**src/rtl/sigmoid_pkg.sv**
```systemverilog
// Shared constants, chord tables and pipeline stage types for the sigmoid block.
// Latency: n/a (declarations only).
// Backpressure: n/a (declarations only).
package sigmoid_pkg;

   localparam int FRAC_W = 16;
   localparam int N_SEG  = 16;

   localparam logic [31:0] SAT_LIMIT = 32'h0008_0000;   // |x| >= 8.0
   localparam logic [16:0] ONE_Q16   = 17'h1_0000;      // 1.0 in Q0.16 with headroom bit

   typedef logic signed [31:0] q16_16_t;

   // Chord endpoints: SIG_B[i] = sigmoid(i*0.5), rounded to nearest, Q0.16.
   localparam logic [16:0] SIG_B [N_SEG] = '{
      17'h0_8000, 17'h0_9F59, 17'h0_BB27, 17'h0_D14D,
      17'h0_E17C, 17'h0_EC95, 17'h0_F3DC, 17'h0_F87F,
      17'h0_FB65, 17'h0_FD30, 17'h0_FE49, 17'h0_FEF5,
      17'h0_FF5E, 17'h0_FF9E, 17'h0_FFC4, 17'h0_FFDC
   };

   // Chord slopes: (sigmoid((i+1)*0.5) - sigmoid(i*0.5)) / 0.5, rounded, Q0.16.
   localparam logic [15:0] SIG_M [N_SEG] = '{
      16'h3EB3, 16'h379A, 16'h2C4C, 16'h205F,
      16'h1631, 16'h0E8F, 16'h0946, 16'h05CD,
      16'h0395, 16'h0233, 16'h0158, 16'h00D1,
      16'h007F, 16'h004D, 16'h002F, 16'h001C
   };

   // Stage 1: sign, saturation flag and the magnitude bits below 8.0.
   typedef struct packed {
      logic        sign;
      logic        sat;
      logic [18:0] mag;
   } s1_t;

   // Stage 2: segment coefficients plus offset inside the segment.
   typedef struct packed {
      logic        sign;
      logic        sat;
      logic [14:0] off;
      logic [16:0] b;
      logic [15:0] m;
   } s2_t;

   // Stage 3: interpolated sigmoid of |x|.
   typedef struct packed {
      logic        sign;
      logic [16:0] p;
   } s3_t;

endpackage

```
**src/rtl/sigmoid_seg_rom.sv**
```systemverilog
// Segment coefficient lookup: idx_i -> chord base b_o and slope m_o.
// Latency: combinational, 0 cycles.
// Backpressure: none; pure function of idx_i.
// Ports: idx_i segment index (|x| / 0.5), b_o Q0.16 base (17b), m_o Q0.16 slope (16b).
module sigmoid_seg_rom
   import sigmoid_pkg::*;
(
   input  logic [3:0]  idx_i,
   output logic [16:0] b_o,
   output logic [15:0] m_o
);

   always_comb begin
      b_o = SIG_B[idx_i];
      m_o = SIG_M[idx_i];
   end

endmodule

```
**src/rtl/sigmoid.sv**
```systemverilog
// Pipelined Q16.16 logistic function via 16-segment chord interpolation on |x| < 8.
// Latency: 4 enabled cycles, one sample per cycle.
// Backpressure: none; en=0 freezes every stage and data_out.
// Ports: clk, rst (sync, active-low), en (global stall), data_in (signed Q16.16 x),
//        data_out (Q16.16 y in 0x00000000..0x00010000).
module sigmoid
   import sigmoid_pkg::*;
#(
   parameter int DATA_W = 32,
   parameter int FRAC_W = 16
)(
   input  logic              clk,
   input  logic              rst,
   input  logic              en,
   input  logic [DATA_W-1:0] data_in,
   output logic [DATA_W-1:0] data_out
);

   s1_t         s1_d, s1_q;
   s2_t         s2_d, s2_q;
   s3_t         s3_d, s3_q;
   logic [16:0] y_d,  y_q;

   logic [DATA_W-1:0] abs_x;
   logic [16:0]       rom_b;
   logic [15:0]       rom_m;
   logic [14:0]       slope_term;

   // Stage 1: magnitude is unsigned so 0x80000000 becomes 2^31 and saturates.
   always_comb begin
      abs_x    = data_in[DATA_W-1] ? ((~data_in) + DATA_W'(1)) : data_in;
      s1_d      = '0;
      s1_d.sign = data_in[DATA_W-1];
      s1_d.sat  = (abs_x >= SAT_LIMIT);
      s1_d.mag  = abs_x[FRAC_W+2:0];
   end

   // Stage 2: the 0.5-wide segment index sits just above the 15 offset bits.
   sigmoid_seg_rom u_seg_rom (
      .idx_i (s1_q.mag[FRAC_W+2:FRAC_W-1]),
      .b_o   (rom_b),
      .m_o   (rom_m)
   );

   always_comb begin
      s2_d      = '0;
      s2_d.sign = s1_q.sign;
      s2_d.sat  = s1_q.sat;
      s2_d.off  = s1_q.mag[FRAC_W-2:0];
      s2_d.b    = rom_b;
      s2_d.m    = rom_m;
   end

   // Stage 3: slope*off < 0.245*0.5 in Q0.16, so it fits 15 bits after the shift,
   // and the table keeps every segment end at or below the next base.
   always_comb begin
      slope_term = 15'(({16'b0, s2_q.m} * {17'b0, s2_q.off}) >> FRAC_W);
      s3_d       = '0;
      s3_d.sign  = s2_q.sign;
      s3_d.p     = s2_q.sat ? ONE_Q16 : (s2_q.b + {2'b0, slope_term});
   end

   // Stage 4: fold negative inputs using sigmoid(-x) = 1 - sigmoid(x).
   always_comb begin
      y_d = s3_q.sign ? (ONE_Q16 - s3_q.p) : s3_q.p;
   end

   always_ff @(posedge clk) begin
      if (!rst) begin
         s1_q <= '0;
         s2_q <= '0;
         s3_q <= '0;
         y_q  <= '0;
      end else if (en) begin
         s1_q <= s1_d;
         s2_q <= s2_d;
         s3_q <= s3_d;
         y_q  <= y_d;
      end
   end

   assign data_out = {{(DATA_W-FRAC_W-1){1'b0}}, y_q};

endmodule

```
**config.mk**
```make
export PLATFORM = sky130hd
export DESIGN_NAME = sigmoid
export DESIGN_NICKNAME = d
export VERILOG_FILES = /design/src/rtl/sigmoid_pkg.sv /design/src/rtl/sigmoid_seg_rom.sv /design/src/rtl/sigmoid.sv
export SDC_FILE = /design/constraint.sdc
export NUM_CORES = 1
export LEC_CHECK = 0
export CAP_MARGIN = 20
export CORE_ASPECT_RATIO = 0.7
export CORE_MARGIN = 4
export CORE_UTILIZATION = 45
export CTS_CLUSTER_DIAMETER = 100
export DETAILED_ROUTE_END_ITERATION = 16
export SLEW_MARGIN = 20
export SYNTH_ARGS = -nofsm -noshare
export SYNTH_HDL_FRONTEND = slang
export SYNTH_SLANG_ARGS = --single-unit
```
**constraint.sdc**
```tcl
create_clock -name clk -period 7.9 [get_ports clk]
set_input_delay 2.37 -clock clk [delete_from_list [all_inputs] [get_ports clk]]
set_output_delay 2.37 -clock clk [all_outputs]
set_load 0.02 [all_outputs]
```
; ---- After elaboration in Yosys (flattened, before gate mapping)
; Memories as Yosys holds them, arrays and structs flattened. A register that Yosys moved wholly into a read port is not among the register bits.
; Cells that the tools add are included.
[classes]
n_addsub = 3
mul = 1
div_mod_pow = 0
order_cmp = 1
eq_ne = 0
shifts = 0
mux = 3
bitwise = 2
reduce_logical = 2
[op_table]
columns = operator, count
row1 = $mux 17, 2
row2 = $add 32x1->32 const B, 1
row3 = $ge 32x20->1 const B, 1
row4 = $mux 32, 1
row5 = $not 32->32, 1
row6 = $mul 16x15->31, 1
row7 = $add 17x15->17, 1
row8 = $sub 17x17->17 const A, 1
row9 = $not 4->5, 1
row10 = $logic_not 1->1, 2
[word_totals]
ff_bits = 73
latchBits = 0
ram_bits = 0
romBits = 528
in_bits = 35
mem_count = 2
[mem_list]
columns = name, depth, word_bits, read_ports, rd_ports_with_merged_regs, write_ports, line_no
row1 = (name not given), 16, 17, 1, 1, 0, sigmoid_seg_rom.sv:14  ; b_o = SIG_B[idx_i];
row2 = (name not given), 16, 16, 1, 1, 0, sigmoid_seg_rom.sv:15  ; m_o = SIG_M[idx_i];

; ---- Depth between registers and ports, before layout
; Gate-level depths: netlist of the first run.
[logic_depth]
ltp_word = 4
mapped_depth = 32

; ---- Modules after synthesis
; A second synthesis of the first run with hierarchy kept.
[unflattened]
hier_cells = 1585
hier_area_um2 = 13756.9
[modules_own_cells]
columns = mod, n_inst, cells_per_inst, area_each_um2
row1 = sigmoid, 1, 1479, 13103.8
row2 = sigmoid_seg_rom, 1, 106, 653.1

; ---- Worst setup path after synthesis of the first run
; Ideal clock, no wire load.
[synth_path]
kind = register to register
start = register s2_q[41] (netlist name)
end = register s3_q[14] (netlist name)
arrival_time_ps = 7188
t_required_ps = 7783
path_slack_ps = 595
stages_incl_launch_ff = 29
cell_sequence = dfxtp_1 clkbuf_1 nand2_1 fa_1 fa_1 fa_1 inv_1 fa_1 fa_1 inv_1 fa_1 inv_1 ha_1 a211oi_1 o21ai_1 a221oi_1 a21oi_1 o21ai_0 nand2b_1 a211oi_1 nor2_1 ha_1 and3_1 a221oi_1 nand2_1 o221ai_1 o21ai_1 xor2_1 a32o_1
[synth_via]
elab_chain_cells = 3
[synth_rtl]
columns = element, line_no
row1 = "start, declared", sigmoid.sv:20  ; s2_t s2_d, s2_q;
row2 = "start signal, assigned", sigmoid.sv:71  ; s2_q <= '0;
row3 = "start signal, assigned", sigmoid.sv:76  ; s2_q <= s2_d;
row4 = $mul 16x15->31, sigmoid.sv:57  ; slope_term = 15'(({16'b0, s2_q.m} * {17'b0, s2_q.off}) >> FRAC_W);
row5 = $add 17x15->17, sigmoid.sv:60  ; s3_d.p = s2_q.sat ? ONE_Q16 : (s2_q.b + {2'b0, slope_term});
row6 = $mux 17, sigmoid.sv:60
row7 = "end signal, assigned", sigmoid.sv:72  ; s3_q <= '0;
row8 = "end signal, assigned", sigmoid.sv:77  ; s3_q <= s3_d;
row9 = "end, declared", sigmoid.sv:21  ; s3_t s3_d, s3_q;
; Every way passes these cells.
; A chain may end at the register's enable or synchronous reset.

; ---- Worst setup path in the final report of the first run
[layout_path]
start = register s2_q[40] (netlist name)
end = register s3_q[14] (netlist name)
; The elaborated chain is that of the path after synthesis.

==> results by group, run 1 <==
Yosys
  • Post-synth cell types: 72
  • EDFF count, synth: 0
  • Synth Instances: 1,444
  • FF+latch count, synth: 103
  • Synth Area per Inst: 8.801 µm²
  • Top cell type's share of synthesized area: 0.2442
  • Async SR Flop Fraction: 0
  • Area of the mapped netlist: 12,710 µm²
  • Largest cells by area after synthesis: fa_1 (24%), dfxtp_1 (16%), ha_1 (12%)
  • Sequential share of the synthesized area: 0.1623
  • Largest area contributor in the synthesized netlist: fa_1
  • YS warnings: 0
  • Primary FF master, synth: dfxtp_1

Final layout
  • Fin util: 0.5091
  • Commonest non-fill, non-tap cell in the layout: inv_1
  • # nets final: 1,800
  • Area Growth Syn to Fin: 11.46%
  • Fillers: 2,660
  • ANT cells: 0
  • Share of cells above drive strength 1: 0.07981
  • Most frequent cells in the layout: inv_1 (206), nand2_1 (162), fa_1 (155), and2_1 (133), ha_1 (123)

Global route
  • GRT overflow: 0
  • Largest net degree at the start of global routing: 74
  • Initial antenna violation count: 0
  • Vias in the first global route: 9,806
  • Total GRT Usage: 0.2146
  • First-pass GRT wire length: 53,500 µm

Clock tree
  • CTS Buffer Depth: 2
  • CTS Sinks: 103
  • CTS Hold Bufs: 0
  • H-tree depth: 3
  • CTS tree: done
  • Clock Latency Late Sink: 0.37 ns
  • CTS Buf Count: 9
  • CTS Root Cell: clkbuf_16
  • Clk pin slew, worst setup/hold paths: 0.09 ns

STA
  • Measured slew at the worst slew-check pin: 0.9678 ns
  • Count of final setup violators: 0
  • Maximum achievable frequency: 0.1318 GHz
  • Final critical-path required period: 7.585 ns
  • Max-Slew Margin vs Limit: 0.3539
  • Final hold vios: 0
  • Max Clock Skew: 0.02024 ns
  • Slew Viols, Final: 0
  • Hold_ws: 0.4867 ns
  • Final period utilization: 0.9601
  • Setup TNS: 0 ns

Pwr
  • Switching Share: 0.3701
  • Internal: 999.7 µW
  • P_leak: 0.007241 µW
  • Power per standard cell area: 112.0 nW/µm²
  • Seq pwr share: 0.385
  • Sw power: 587.3 µW
  • VDD IR max: 128.4 µV
  • Combinational power share: 0.313
  • Clk pwr share: 0.302

Critical path
  • CP Data Arrival Time: 7.84 ns
  • Critical path class: flop to flop
  • WP data required: 8.15 ns
  • Startpoint Class: flop
  • Max FO, Critical Path: 8
  • Crit end category: flop

Detailed routing
  • Drt wl/cell: 17.74 µm
  • Post-route DRC violation count: 0
  • Post-Route WL: 33,020 µm
  • Vias after detailed routing: 9,925
  • Routed Antenna Nets: 0
  • Initial DRC Count: 601
  • Vias per cell: 5.330
  • Drt first pass iters: 5

Floorplan
  • Top-level port count: 67
  • Initial Util: 0.4568
  • Width of the chip: 208.9 µm
  • Die height: 148.6 µm
  • Core footprint: 27,820 µm²
  • Row Count: 51
  • Die area: 31,040 µm²

Placed design
  • RD Place Congestion: 0.8888
  • Port bufs: 51
  • Post-DP HPWL: 27,090 µm

Run
  • Max-Cap Viols: 0

Status
  • Outcome: finished, final reports clean

Hold path
  • Min-delay worst type: flop to flop
==> Yosys cell counts (3+ instances only) <==
| master | n |
|---|---|
| clkbuf_1 | 64 |
| o31ai_1 | 7 |
| o22ai_1 | 11 |
| and3_1 | 8 |
| or4_1 | 4 |
| fa_1 | 155 |
| xnor2_1 | 32 |
| o21bai_1 | 5 |
| and2_1 | 133 |
| nor2b_1 | 42 |
| a221oi_1 | 3 |
| nand3b_1 | 4 |
| o21ai_1 | 10 |
| a21boi_0 | 5 |
| a21oi_1 | 42 |
| nand4_1 | 6 |
| a211oi_1 | 10 |
| o221ai_1 | 4 |
| nand2b_1 | 4 |
| dfxtp_1 | 103 |
| buf_1 | 4 |
| nand3_1 | 12 |
| o41ai_1 | 4 |
| or3_1 | 7 |
| o21a_1 | 4 |
| mux2i_1 | 32 |
| nand2_1 | 162 |
| o21ai_0 | 42 |
| nor3_1 | 12 |
| buf_4 | 15 |
| ha_1 | 124 |
| xor2_1 | 25 |
| o211ai_1 | 9 |
| a22oi_1 | 3 |
| a31oi_1 | 4 |
| inv_1 | 206 |
| a21o_1 | 15 |
| o211a_1 | 35 |
| a32o_1 | 5 |
| nor2_1 | 36 |
==> registers in the layout, indices dropped and copies added (netlist names) <==
name  count
s1_q     21
s3_q     18
s2_q     47
y_q      17
==> per-layer routing <==
metal,part of all wire,up-vias,track usage
li1,-,4764,-
met1,0.54,4855,0.3553
met2,0.37,281,0.2722
met3,0.088,25,0.06684
met4,0.0084,0,0.02837
met5,0,-,0
==> stage by stage <==
stage	std cells	instance area [µm²]	power, µW	setup slack (ns)
3_3_place_gp	1844	13720	1094	0.1360
6_report	1862	14160	1587	0.3151
2_1_floorplan	1458	12760	936.3	0.5946
3_5_place_dp	1844	13720	1102	0.04694
5_1_grt	1862	14160	1685	-0.04639
4_1_cts	1860	14040	1582	0.008328
==> power groups by stage <==
stage | sequential [µW] | combinational [µW] | clock (µW)
floorplan | 597 | 339 | 0
global placement | 620 | 474 | 0
detailed placement | 621 | 482 | 0
CTS | 608 | 485 | 488
global route | 617 | 559 | 509
finish | 611 | 497 | 479
==> kinds of logic (layout without fill, tap and decap cells) <==
group,count (synthesis),count (layout),share of synthesized area
and+or+nand+nor,444,444,0.1842
other,1,15,0.0002951
xor gates and xnor gates,57,57,0.03928
muxes,34,34,0.02727
AOI/OAI and AO/OA,233,233,0.1294
adders and majority gates,279,279,0.3663
buffers and inverters,293,326,0.09107
DFF,103,103,0.1623
==> worst max-delay path, cell delays in order (launching register included) <==
cell and delay (ns):
dfxtp_1 0.51, buf_4 0.23, nand2_1 0.08, fa_1 0.50
fa_1 0.53, inv_1 0.05, fa_1 0.47, fa_1 0.52
fa_1 0.54, inv_1 0.05, fa_1 0.52, inv_1 0.04
ha_1 0.33, nand2_1 0.07, a21oi_1 0.22, nand4_1 0.25
a21oi_2 0.29, o211ai_1 0.17, o31ai_1 0.26, buf_4 0.17
o22ai_1 0.09, xnor2_1 0.49, ha_1 0.40, a21oi_1 0.18
o21ai_2 0.10, xor2_1 0.15, a32o_1 0.26
==> final cells by class <==
cell class	instances	area [µm²]	share of cell area
clock buffers	9	225.2	0.01590
inverters	209	784.5	0.05538
repair buffers	101	873.3	0.06166
flip-flops and latches	103	2081	0.1469
well taps	371	464.2	0.03277
multi-input cells	1062	9641	0.6806
clock inverters	7	96.34	0.006802
==> what timing repair did <==
item	4_1_cts	5_1_grt
setup endpoints to repair	0	11
setup buffers	0	2
resized for setup	0	38
==> final timing paths <==
path	from	end	slack, ns	cells after the start
worst max-delay path	s2_q[40]	s3_q[14]	0.32	26
worst min-delay path	y_q[4]	y_q[4]	0.49	1
worst max register to register	s2_q[40]	s3_q[14]	0.32	26
worst min register to register	y_q[4]	y_q[4]	0.49	1
Note: power is estimated with default switching activity, not from simulation.
==> run 2: changes to the inputs <==
Settings changed: ABC_CLOCK_PERIOD_IN_PS set to 7900.
==> results of run 2 <==
Same layout as run 1: the final DEF is identical, and so are final timing and power.
